<file path="config.mk">
export PLATFORM = sky130hd
export DESIGN_NAME = tag_sched_ctrl
export DESIGN_NICKNAME = d
export VERILOG_FILES = /design/src/rtl/tag_sched_ctrl.sv
export SDC_FILE = /design/constraint.sdc
export NUM_CORES = 1
export LEC_CHECK = 0
export CORE_MARGIN = 4
export CORE_UTILIZATION = 30
export CTS_CLUSTER_SIZE = 30
export DETAILED_ROUTE_END_ITERATION = 6
export GPL_TIMING_DRIVEN = 0
export HOLD_SLACK_MARGIN = 0.06
export PLACE_DENSITY = 0.48
export SLEW_MARGIN = 30
export SYNTH_ARGS = -nofsm -noshare
export SYNTH_HDL_FRONTEND = slang
export SYNTH_SLANG_ARGS = --single-unit
</file>
<file path="constraint.sdc">
create_clock -name clk -period 3.8 [get_ports clk]
set_input_delay 0.38 -clock clk [delete_from_list [all_inputs] [get_ports clk]]
set_output_delay 0.38 -clock clk [all_outputs]
set_load 0.1 [all_outputs]
</file>
<file path="src/rtl/tag_sched_ctrl.sv">
// Scheduler between the instruction decoder and the double-buffer tag allocator.
// Issues tag requests, tracks pending compute/store phases, flushes and reports completion.
module tag_sched_ctrl #(
    parameter int NUM_TAGS  = 2,
    parameter int TAG_W     = $clog2(NUM_TAGS),
    parameter int BLK_CNT_W = 16,
    parameter int CNT_W     = 8
) (
    input  logic                 clk,
    input  logic                 reset,
    input  logic                 start,
    input  logic [BLK_CNT_W-1:0] num_blocks,
    input  logic                 instr_valid,
    input  logic                 instr_reuse,
    output logic                 instr_ready,
    output logic                 tag_req,
    output logic                 tag_reuse,
    input  logic                 tag_ready,
    input  logic [TAG_W-1:0]     tag,
    input  logic                 compute_tag_done,
    input  logic                 stmem_tag_done,
    output logic                 block_done,
    output logic [TAG_W-1:0]     last_tag,
    output logic                 busy,
    output logic                 done,
    output logic                 err
);

    typedef enum logic [2:0] {
        IDLE,
        ISSUE,
        WAIT_CMP,
        FLUSH,
        DRAIN,
        FIN
    } state_t;

    state_t               state;
    logic [BLK_CNT_W-1:0] blk_left;
    logic [CNT_W-1:0]     cmp_pend;
    logic [CNT_W-1:0]     st_pend;
    logic                 first_flag;

    logic                 reuse_eff;
    logic                 gate;
    logic                 accept;
    logic [CNT_W-1:0]     cmp_nxt;
    logic [CNT_W-1:0]     st_nxt;
    logic                 cmp_err;
    logic                 st_err;

    // Saturating up/down step: returns {error, next}; the counter holds on error.
    function automatic logic [CNT_W:0] cnt_step(
        input logic [CNT_W-1:0] c,
        input logic             inc,
        input logic             dec
    );
        logic [CNT_W:0] r;
        r = {1'b0, c};
        case ({inc, dec})
            2'b10: r = (&c) ? {1'b1, c} : {1'b0, c + CNT_W'(1)};
            2'b01: r = (c == '0) ? {1'b1, c} : {1'b0, c - CNT_W'(1)};
            default: r = {1'b0, c};
        endcase
        return r;
    endfunction

    always_comb begin
        reuse_eff   = instr_reuse & ~first_flag;
        gate        = tag_ready & (reuse_eff | (st_pend < CNT_W'(NUM_TAGS)));
        accept      = (state == ISSUE) & instr_valid & gate;
        tag_req     = accept;
        instr_ready = accept;
        tag_reuse   = accept & reuse_eff;
        {cmp_err, cmp_nxt} = cnt_step(cmp_pend, accept, compute_tag_done);
        {st_err, st_nxt}   = cnt_step(st_pend, accept & ~reuse_eff, stmem_tag_done);
    end

    always_ff @(posedge clk or posedge reset) begin
        if (reset) begin
            state      <= IDLE;
            blk_left   <= '0;
            cmp_pend   <= '0;
            st_pend    <= '0;
            first_flag <= 1'b0;
            last_tag   <= '0;
            block_done <= 1'b0;
            busy       <= 1'b0;
            done       <= 1'b0;
            err        <= 1'b0;
        end else begin
            block_done <= 1'b0;
            done       <= 1'b0;
            if (state != IDLE) begin
                cmp_pend <= cmp_nxt;
                st_pend  <= st_nxt;
                if (cmp_err | st_err)
                    err <= 1'b1;
            end
            unique case (state)
                IDLE: begin
                    if (start) begin
                        blk_left   <= num_blocks;
                        err        <= 1'b0;
                        first_flag <= 1'b1;
                        cmp_pend   <= '0;
                        st_pend    <= '0;
                        busy       <= 1'b1;
                        if (num_blocks != '0) begin
                            state <= ISSUE;
                        end else begin
                            state <= FIN;
                            done  <= 1'b1;
                        end
                    end
                end
                ISSUE: begin
                    if (accept) begin
                        last_tag   <= tag;
                        blk_left   <= blk_left - BLK_CNT_W'(1);
                        first_flag <= 1'b0;
                        if (blk_left == BLK_CNT_W'(1))
                            state <= WAIT_CMP;
                    end
                end
                WAIT_CMP: begin
                    if (cmp_pend == '0) begin
                        state      <= FLUSH;
                        block_done <= 1'b1;
                    end
                end
                FLUSH: begin
                    state <= DRAIN;
                end
                DRAIN: begin
                    if (st_pend == '0) begin
                        state <= FIN;
                        done  <= 1'b1;
                    end
                end
                FIN: begin
                    state <= IDLE;
                    busy  <= 1'b0;
                end
                default: begin
                    state <= IDLE;
                    busy  <= 1'b0;
                end
            endcase
        end
    end

endmodule

</file>
## Word-level counts from Yosys, hierarchy flattened

Index checks and enable logic that the tools add are counted.

| word-level totals | value |
|---|---|
| flip-flop bits (word level) | 41 |
| output and inout bits | 8 |
| word-level logic and storage cells | 90 |

| operators by class | value |
|---|---|
| mux-type cells | 36 |
| equal/unequal tests | 14 |
| bitwise gates (word level) | 11 |
| $lt $le $gt $ge | 1 |
| add/sub/neg operators | 5 |
| reduce and logical (&&, ||, !) cells | 13 |

Operators with widths:

| cell | count |
|---|---|
| 2-to-1 mux 8 bit | 6 |
| 2-to-1 mux 9 bit | 4 |
| one-hot mux 9 bit (2 select lines) | 2 |
| 2-to-1 mux 16 bit | 2 |
| one-hot mux 16 bit (2 select lines) | 1 |
| 2-to-1 mux 3 bit | 6 |
| adder 8 x 1 -> 8 bit (second input constant) | 2 |
| equality test 16 x 1 -> 1 bit (second input constant) | 1 |
| zero test 8 bit | 2 |
| AND reduction 8 bit | 2 |
| nonzero test 16 bit | 1 |
| subtractor 16 x 1 -> 16 bit (second input constant) | 1 |
| subtractor 8 x 1 -> 8 bit (second input constant) | 2 |
| one-hot mux 3 bit (5 select lines) | 1 |
| 2-to-1 mux 1 bit | 11 |
| less-than comparator 8 x 2 -> 1 bit (second input constant) | 1 |
| inequality test 2 bit (second input constant) | 4 |
| bitwise AND 1 bit | 6 |
| equality test 3 x 2 -> 1 bit (second input constant) | 2 |
| one-hot mux 1 bit (2 select lines) | 3 |
| AND reduction 5 bit | 1 |
| equality test 2 x 1 -> 1 bit (second input constant) | 2 |
| equality test 2 bit (second input constant) | 2 |
| AND reduction 2 bit | 2 |
| other kinds (10) | 13 |

## Longest topological paths before layout

| logic depth | value |
|---|---|
| word-level depth | 13 |
| mapped depth | 14 |

## Worst setup path after synthesis

No wires, ideal clock.

| timing | value |
|---|---|
| path kind | flip-flop to output port |
| from | register state[1] |
| to | output tag_reuse |
| data required time | 3420 ps |
| buffers on the path | 2 |
| arrival time | 2560 ps |
| setup slack | 860 ps |
| stages on the path, launching flop included | 6 |
| cells stage by stage | dfrtp_1 -> buf_2 -> nor3b_1 -> clkbuf_1 -> nand3_1 -> nor2_1 |

| between the ends | value |
|---|---|
| longest elaborated chain between the ends | 4 |

RTL lines:

| item | line | RTL |
|---|---|---|
| start: declaration | 38 | `state_t state;` |
| start signal: assignment | 81 | `state <= IDLE;` |
| start signal: assignment | 110 | `state <= ISSUE;` |
| start signal: assignment | 112 | `state <= FIN;` |
| equality test 3 x 1 -> 1 bit | 71 | `accept = (state == ISSUE) & instr_valid & gate;` |
| bitwise AND 1 bit (2 in series) | 71 |  |
| bitwise AND 1 bit | 74 | `tag_reuse = accept & reuse_eff;` |
| end: declaration | 17 | `output logic tag_reuse,` |

Every way passes these cells.

## Worst setup path after layout

| timing | value |
|---|---|
| from | register state[1] |
| to | register st_pend[1] |

| between the ends | value |
|---|---|
| longest elaborated chain between the ends | 9 |
| elaborated cells between the ends (all ways) | 12 |
| classes of those cells | eq/ne (3); mux (4); bitwise (3); reduce/logical (2) |

RTL lines:

| item | line | RTL |
|---|---|---|
| equality test 3 x 1 -> 1 bit | 71 |  |
| bitwise AND 1 bit (2 in series) | 71 |  |
| bitwise AND 1 bit | 76 | `{st_err, st_nxt} = cnt_step(st_pend, accept & ~reuse_eff, stmem_tag_done);` |
| equality test 2 x 1 -> 1 bit or equality test 2 bit (tied branches) | 60 | `case ({inc, dec})` |
| one-hot mux 9 bit (2 select lines) | 60 |  |
| 2-to-1 mux 8 bit | 94 | `if (state != IDLE) begin` |
| 2-to-1 mux 8 bit | 102 | `if (start) begin` |
| 2-to-1 mux 8 bit (*) | 100 | `unique case (state)` |
| end signal: assignment | 96 | `st_pend <= st_nxt;` |
| end: declaration | 41 | `logic [CNT_W-1:0] st_pend;` |

Every way passes the cells marked *; elsewhere a longest branch is shown, timed or not.
A chain may end at the register's enable or synchronous reset.

==> impl_metrics.py <==
metrics = {
    "outcome": {
        "outcome": "finished clean",
    },
    "power_and_ir_drop": {
        "vdd_ir_drop_max_uv": 267,
        "p_total_mw": 3.04,
        "p_leak_nw": 1.43,
        "powerDensity_nw_per_um2": 829,
    },
    "placed_design": {
        "place_worst_setup_slack_ns": 0.0325,
        "postPlaceCellArea_um2": 3540,
        "port_buffers": 31,
        "gp_congestion": 0.885,
        "hpwl_um": 7060,
    },
    "global_route": {
        "grt_antenna_before_repair": 0,
        "grt_pass1_wl_um": 16100,
        "first_global_vias": 3131,
        "grt_max_degree": 26,
        "overflow": 0,
        "grt_use_total": 0.171,
    },
    "detailed_routing": {
        "drc": 0,
        "avgViaCountPerCell": 5.45,
        "ant_nets": 0,
        "wl_per_cell_um": 16.7,
        "wl_um": 9530,
        "route.vias.total": 3113,
        "firstDrtPassIters": 4,
        "drt_iter0_markers": 162,
    },
    "worst_setup_path": {
        "regToRegSetupSlack_ns": 0.37,
        "cp-start-kind": "flop",
        "critPathMostFrequentCell": "clkbuf_1",
        "reg2reg_from": "state[1]",
        "cp.arrival_ns": 3.59,
        "crit_buf_inv": 4,
        "worst_r2r_endpoint": "st_pend[1]",
        "cp_slowest_stage_delay_ns": 0.54,
        "worstPathCellList": "buf_2 > nor3b_1 > clkbuf_1 > nand3_1 > nor3_1 > nand2_1 > inv_1 > ha_1 > nand2b_1 > clkbuf_1 > or2_2 > a32oi_1 > a21oi_1",
        "r2r_cells": 13,
        "crit_path_top_delay_cell": "nor3b_1",
        "cp_data_required_time_ns": 3.96,
        "crit_family": "simple AND/OR/NAND/NOR gates",
        "worstPathMaxFanout": 10,
        "end_kind": "flop",
        "critPathKind": "reg -> reg",
    },
    "floorplanning": {
        "die_width_um": 109,
        "die_h_um": 109,
        "start_util": 0.310,
        "die_area_um2": 11800,
        "coreArea_um2": 9820,
        "ios": 33,
        "num_rows": 36,
    },
    "clock_network": {
        "holdBufCountCts": 0,
        "cts.sinks": 41,
        "clockBufferDepth": 2,
        "tritoncts": "done",
        "post_cts_buffers": 0,
        "cts-root-buf": "clkbuf_8",
        "h-tree-depth": 2,
        "cts-buffers-inserted": 5,
        "clk_pin_slew_ns": 0.09,
        "clk_latency_ns": 0.30,
    },
    "sta": {
        "finClkSkew_ns": 0.00694,
        "setup-violations-final": 0,
        "finalSetupTns_ns": 0,
        "min_period_ns": 3.43,
        "fin_crit_sh": 0.903,
        "worst_pin_slew_ns": 0.973,
        "slew_headroom": 0.349,
        "hold_violations": 0,
        "finalMaxSlewViolations": 0,
        "setup_slack_ns": 0.369,
        "rsz0062_at_grt": "false",
        "max_freq_mhz": 291,
    },
    "layout": {
        "drive_above_1_share": 0.0525,
        "multi_input_area_um2": 1850,
        "antennaDiodeCount": 0,
        "fillers": 1075,
        "ff_latch_area_um2": 1030,
        "nNetsFinal": 472,
        "stdcell_area_um2": 3660,
        "area_growth_syn_to_layout_pct": 20.3,
    },
    "synthesis": {
        "synth_edf_count": 0,
        "synth_area_um2": 3040,
        "yosys.area.top_type": "dfrtp_1",
        "ys_warn_count": 0,
        "synth.top_cell.area_share": 0.337,
        "netlist_instances": 398,
        "ys.flop_type": "dfrtp_1",
        "ys_seq_area_frac": 0.337,
        "synthTopCellsByArea": "dfrtp_1, o21ai_0, a21oi_1, nand2_1, nor2_1",
        "synth_nets": 433,
        "synth-seq-cells": 41,
        "syn_area_per_cell_um2": 7.65,
        "ys_types": 59,
        "synthArstFlopShare": 1.00,
        "yosys-top-cells-count": "dfrtp_1, nand2_1, nor2_1",
    },
    "min_path": {
        "worstHoldPathType": "in -> async",
    },
    "job": {
        "cap_viol_max_count": 0,
    },
}
-- kinds of logic after synthesis --
group	after synthesis	synth area share
AOI/OAI and AO/OA	131	0.275
muxes	1	0.00329
buffers and inverters	45	0.0580
adders and majority gates	10	0.0411
xor gates and xnor gates	3	0.00863
and+or+nand+nor	167	0.277
DFF	41	0.337
-- metrics by stage --
| step | instances | util | hold slack (ns) |
|---|---|---|---|
| after floorplan | 398 | - | 0.438 |
| after global placement | 562 | 0.359 | 0.455 |
| after detailed placement | 563 | 0.361 | 0.464 |
| after CTS | 571 | 0.372 | 0.401 |
| after global routing | 571 | 0.373 | 0.426 |
| final | 571 | 0.373 | 0.399 |
-- sequential cells by signal (all words and copies together) (netlist names) --
register    flops
done            1
st_pend         8
first_flag      1
state           3
busy            1
cmp_pend        8
last_tag        1
block_done      1
err             1
blk_left       16
-- where the power goes --
| part | internal (mW) | leakage [nW] | switching, mW |
|---|---|---|---|
| logic | 0.643 | 0.861 | 1.23 |
| registers | 0.621 | 0.513 | 0.160 |
| clock network | 0.215 | 0.0585 | 0.166 |
-- layer usage --
layer  track usage  up-vias  share of wire
met4        0.0514        0          0.010
met3        0.0225        7          0.035
met5             0        -              0
met2         0.261       65           0.44
met1         0.250     1489           0.51
li1              -     1552              -
-- area by class of cell --
type / count / area share
Multi-Input combinational cell: 312 / 0.506
Buffer: 27 / 0.0297
Tap cell: 133 / 0.0454
Sequential cell: 41 / 0.280
Clock inverter: 1 / 0.00820
Timing Repair Buffer: 32 / 0.0888
Clock buffer: 7 / 0.0236
Inverter: 18 / 0.0184
-- layout by cell type, fill, tap and decap left out, types with 3 or more instances in the layout --
master,n
and3_1,3
a32oi_1,6
nor3b_1,3
o31ai_1,3
buf_2,3
a21oi_1,34
and2_1,3
clkbuf_8,6
nor4_1,6
nor3_1,18
nand2_1,41
clkdlybuf4s50_1,28
nand4_1,6
dfrtp_1,41
nand3_1,19
o2111ai_1,4
inv_1,17
a22oi_1,4
a211oi_1,3
nor2_1,39
ha_1,10
o22ai_1,4
a31oi_1,4
o2bb2ai_1,4
clkbuf_1,23
a22o_1,4
or3_1,8
nand2b_1,7
o21ai_0,38
-- how the worst max path moves through the flow --
stage | from | end | slack, ns | depth (start not counted)
after global placement | state[1] | tag_req | 0.05 | 8
final | state[1] | st_pend[1] | 0.37 | 13
after floorplan | state[1] | tag_reuse | 0.86 | 5
after detailed placement | state[1] | tag_req | 0.03 | 8
after global routing | state[1] | st_pend[4] | 0.01 | 13
after CTS | state[1] | instr_ready | 0.06 | 7
-- what timing repair did --
| action | 4_1_cts | 5_1_grt |
|---|---|---|
| endpoints found under the setup margin | 2 | 2 |
| resized for setup | 3 | 3 |
| pin swaps | 0 | 0 |
No activity file was read; power rests on OpenSTA's default activity.
==> RTL edit: new RTL, same flow settings <==
Make the reset (`reset`) synchronous in one clocked block.
--- a/src/rtl/tag_sched_ctrl.sv
+++ b/src/rtl/tag_sched_ctrl.sv
@@ -78,3 +78,3 @@
 
-    always_ff @(posedge clk or posedge reset) begin
+    always_ff @(posedge clk) begin
         if (reset) begin
Function: differs if reset is asserted again (counterexample within 4 cycles, from zero or initial values and one cycle with reset high); with reset held inactive, the same outputs for 4 cycles.
==> RTL edit against the original RTL <==
- sequential power is 26% lower
- power is 35% lower
- critical path depth is 6 lower
- sequential cell count stayed put
- routed wire length is 3.3% lower
- sequential share of layout area is 5.2 points lower
- final cell count is 5.1% higher
- combinational power is 41% lower
- via count is 5.2% higher
- die area hardly changed
- synthesized area hardly changed
- setup slack worse by 0.15 ns
- design area is 1.6% lower
- largest cell class unchanged
==> RTL edit: results (changes against the original RTL) <==
Clocking
* **post-CTS resize count** 0, -3

Power and ir drop
* **power consumed by combinational cells** 1.11 mW, -41%
* **post-layout power** 1.99 mW, -35%
* **maximum resistive drop on vdd** 0.201 mV, -25%
* **Static Leak** 1.27 nW, -11%
* **Seq group** 574 µW, -26%

Cells and area
* **count of buffers not belonging to the clock network in the layout** 66, +12%
* **proportion of layout cells with a drive suffix above 1** 0.0493, -0.00326
* **clk_buf instances** 8, +1
* **register area** 821 µm², -20%
* **non-filler instance count after layout** 600, +5.1%
* **Layout fillers** 1109, +3.2%
* **final-layout clock-cell area share** 0.0222, -0.00956
* **Final Cell Area** 3600 µm², -1.6%

Placement
* **Setup WS pre-CTS** 0.450 ns, +0.418 ns
* **detailed placement HPWL** 6.79 mm, -3.8%
* **weighted congestion at the end of routability-driven global placement** 0.849, -4.1%
* **number of instances in the placed design** 592, +5.2%

Logic synthesis
* **FFs w/ async S/R, synth** 0, -1.00
* **Post-synth top cells** nand2_1 (49), dfxtp_1 (41), o21ai_0 (39)
* **sequential element share of the synthesized area** 0.270, -0.0675
* **Yosys cell types** 57, -3.4%
* **mean cell area of the mapped netlist** 7.12 µm², -7.0%
* **Synth area leaders** dfxtp_1 (27%), o21ai_0 (6.4%), nand2_1 (6.0%)

Setup path
* **reg2reg setup slack** 0.59 ns, +0.22 ns
* **data arrival time of the critical path** 3.20 ns, -0.39 ns
* **Crit path largest cell delay** 1.13 ns, +0.59 ns
* **worst flop-to-flop path startpoint** state[0]$_SDFFE_PP0P_

GRT
* **overall global routing resource usage** 0.160, -0.0105
* **vias in the first global route** 3105, -0.83%
* **met3 Usage GRT** 0.0261, +0.00355
* **global-route wire length before repair** 15.2 mm, -5.6%
* **met2 demand-to-capacity share in global routing** 0.268, +0.00662

Drt
* **total detailed-routing wirelength** 9.21 mm, -3.3%
* **wire length on met1** 4.45 mm, -9.0%
* **amount of wire on met2 after detailed routing** 4.22 mm, +0.26%
* **vias after detailed routing** 3274, +5.2%

Timing
* **worst hold slack** 0.462 ns, +0.0629 ns
* **final critical delay including setup and external delays** 3.58 ns, +0.153 ns
* **final setup skew** 0.00681 ns, -0.000132 ns
* **worst-case headroom to the max-slew limit** 0.343, -0.00608

Status
* **status** finished, final reports clean

Worst hold path
* **class of the tightest hold or removal check** flop to flop

## RTL edit: changes by cell type after synthesis, moves of 7 or more
cell,delta
dfrtp_1,-41
dfxtp_1,+41
nor4_1,+7
nor2_1,-9
nor2b_1,+7
nand2_1,+8
## RTL edit: how the worst max path moves through the flow
stage | cells past startpoint | to | from
after floorplan | 5 | tag_reuse | state[1]$_SDFFE_PP0P_
after global placement | 8 | tag_req | st_pend[4]$_SDFF_PP0_
after detailed placement | 8 | tag_req | st_pend[4]$_SDFF_PP0_
after CTS | 8 | tag_req | st_pend[4]$_SDFF_PP0_
after global routing | 7 | instr_ready | st_pend[4]$_SDFF_PP0_
final | 7 | instr_ready | st_pend[4]$_SDFF_PP0_
## RTL edit: logic make-up (layout without fill, tap and decap cells)
family	Yosys count	after routing	share of synthesized area
DFF	41	41	0.270
and+or+nand+nor	186	186	0.309
AOI/OAI and AO/OA	133	133	0.275
adders and majority gates	10	10	0.0411
xor gates and xnor gates	3	3	0.00863
buffers and inverters	48	87	0.0727
muxes	7	7	0.0234
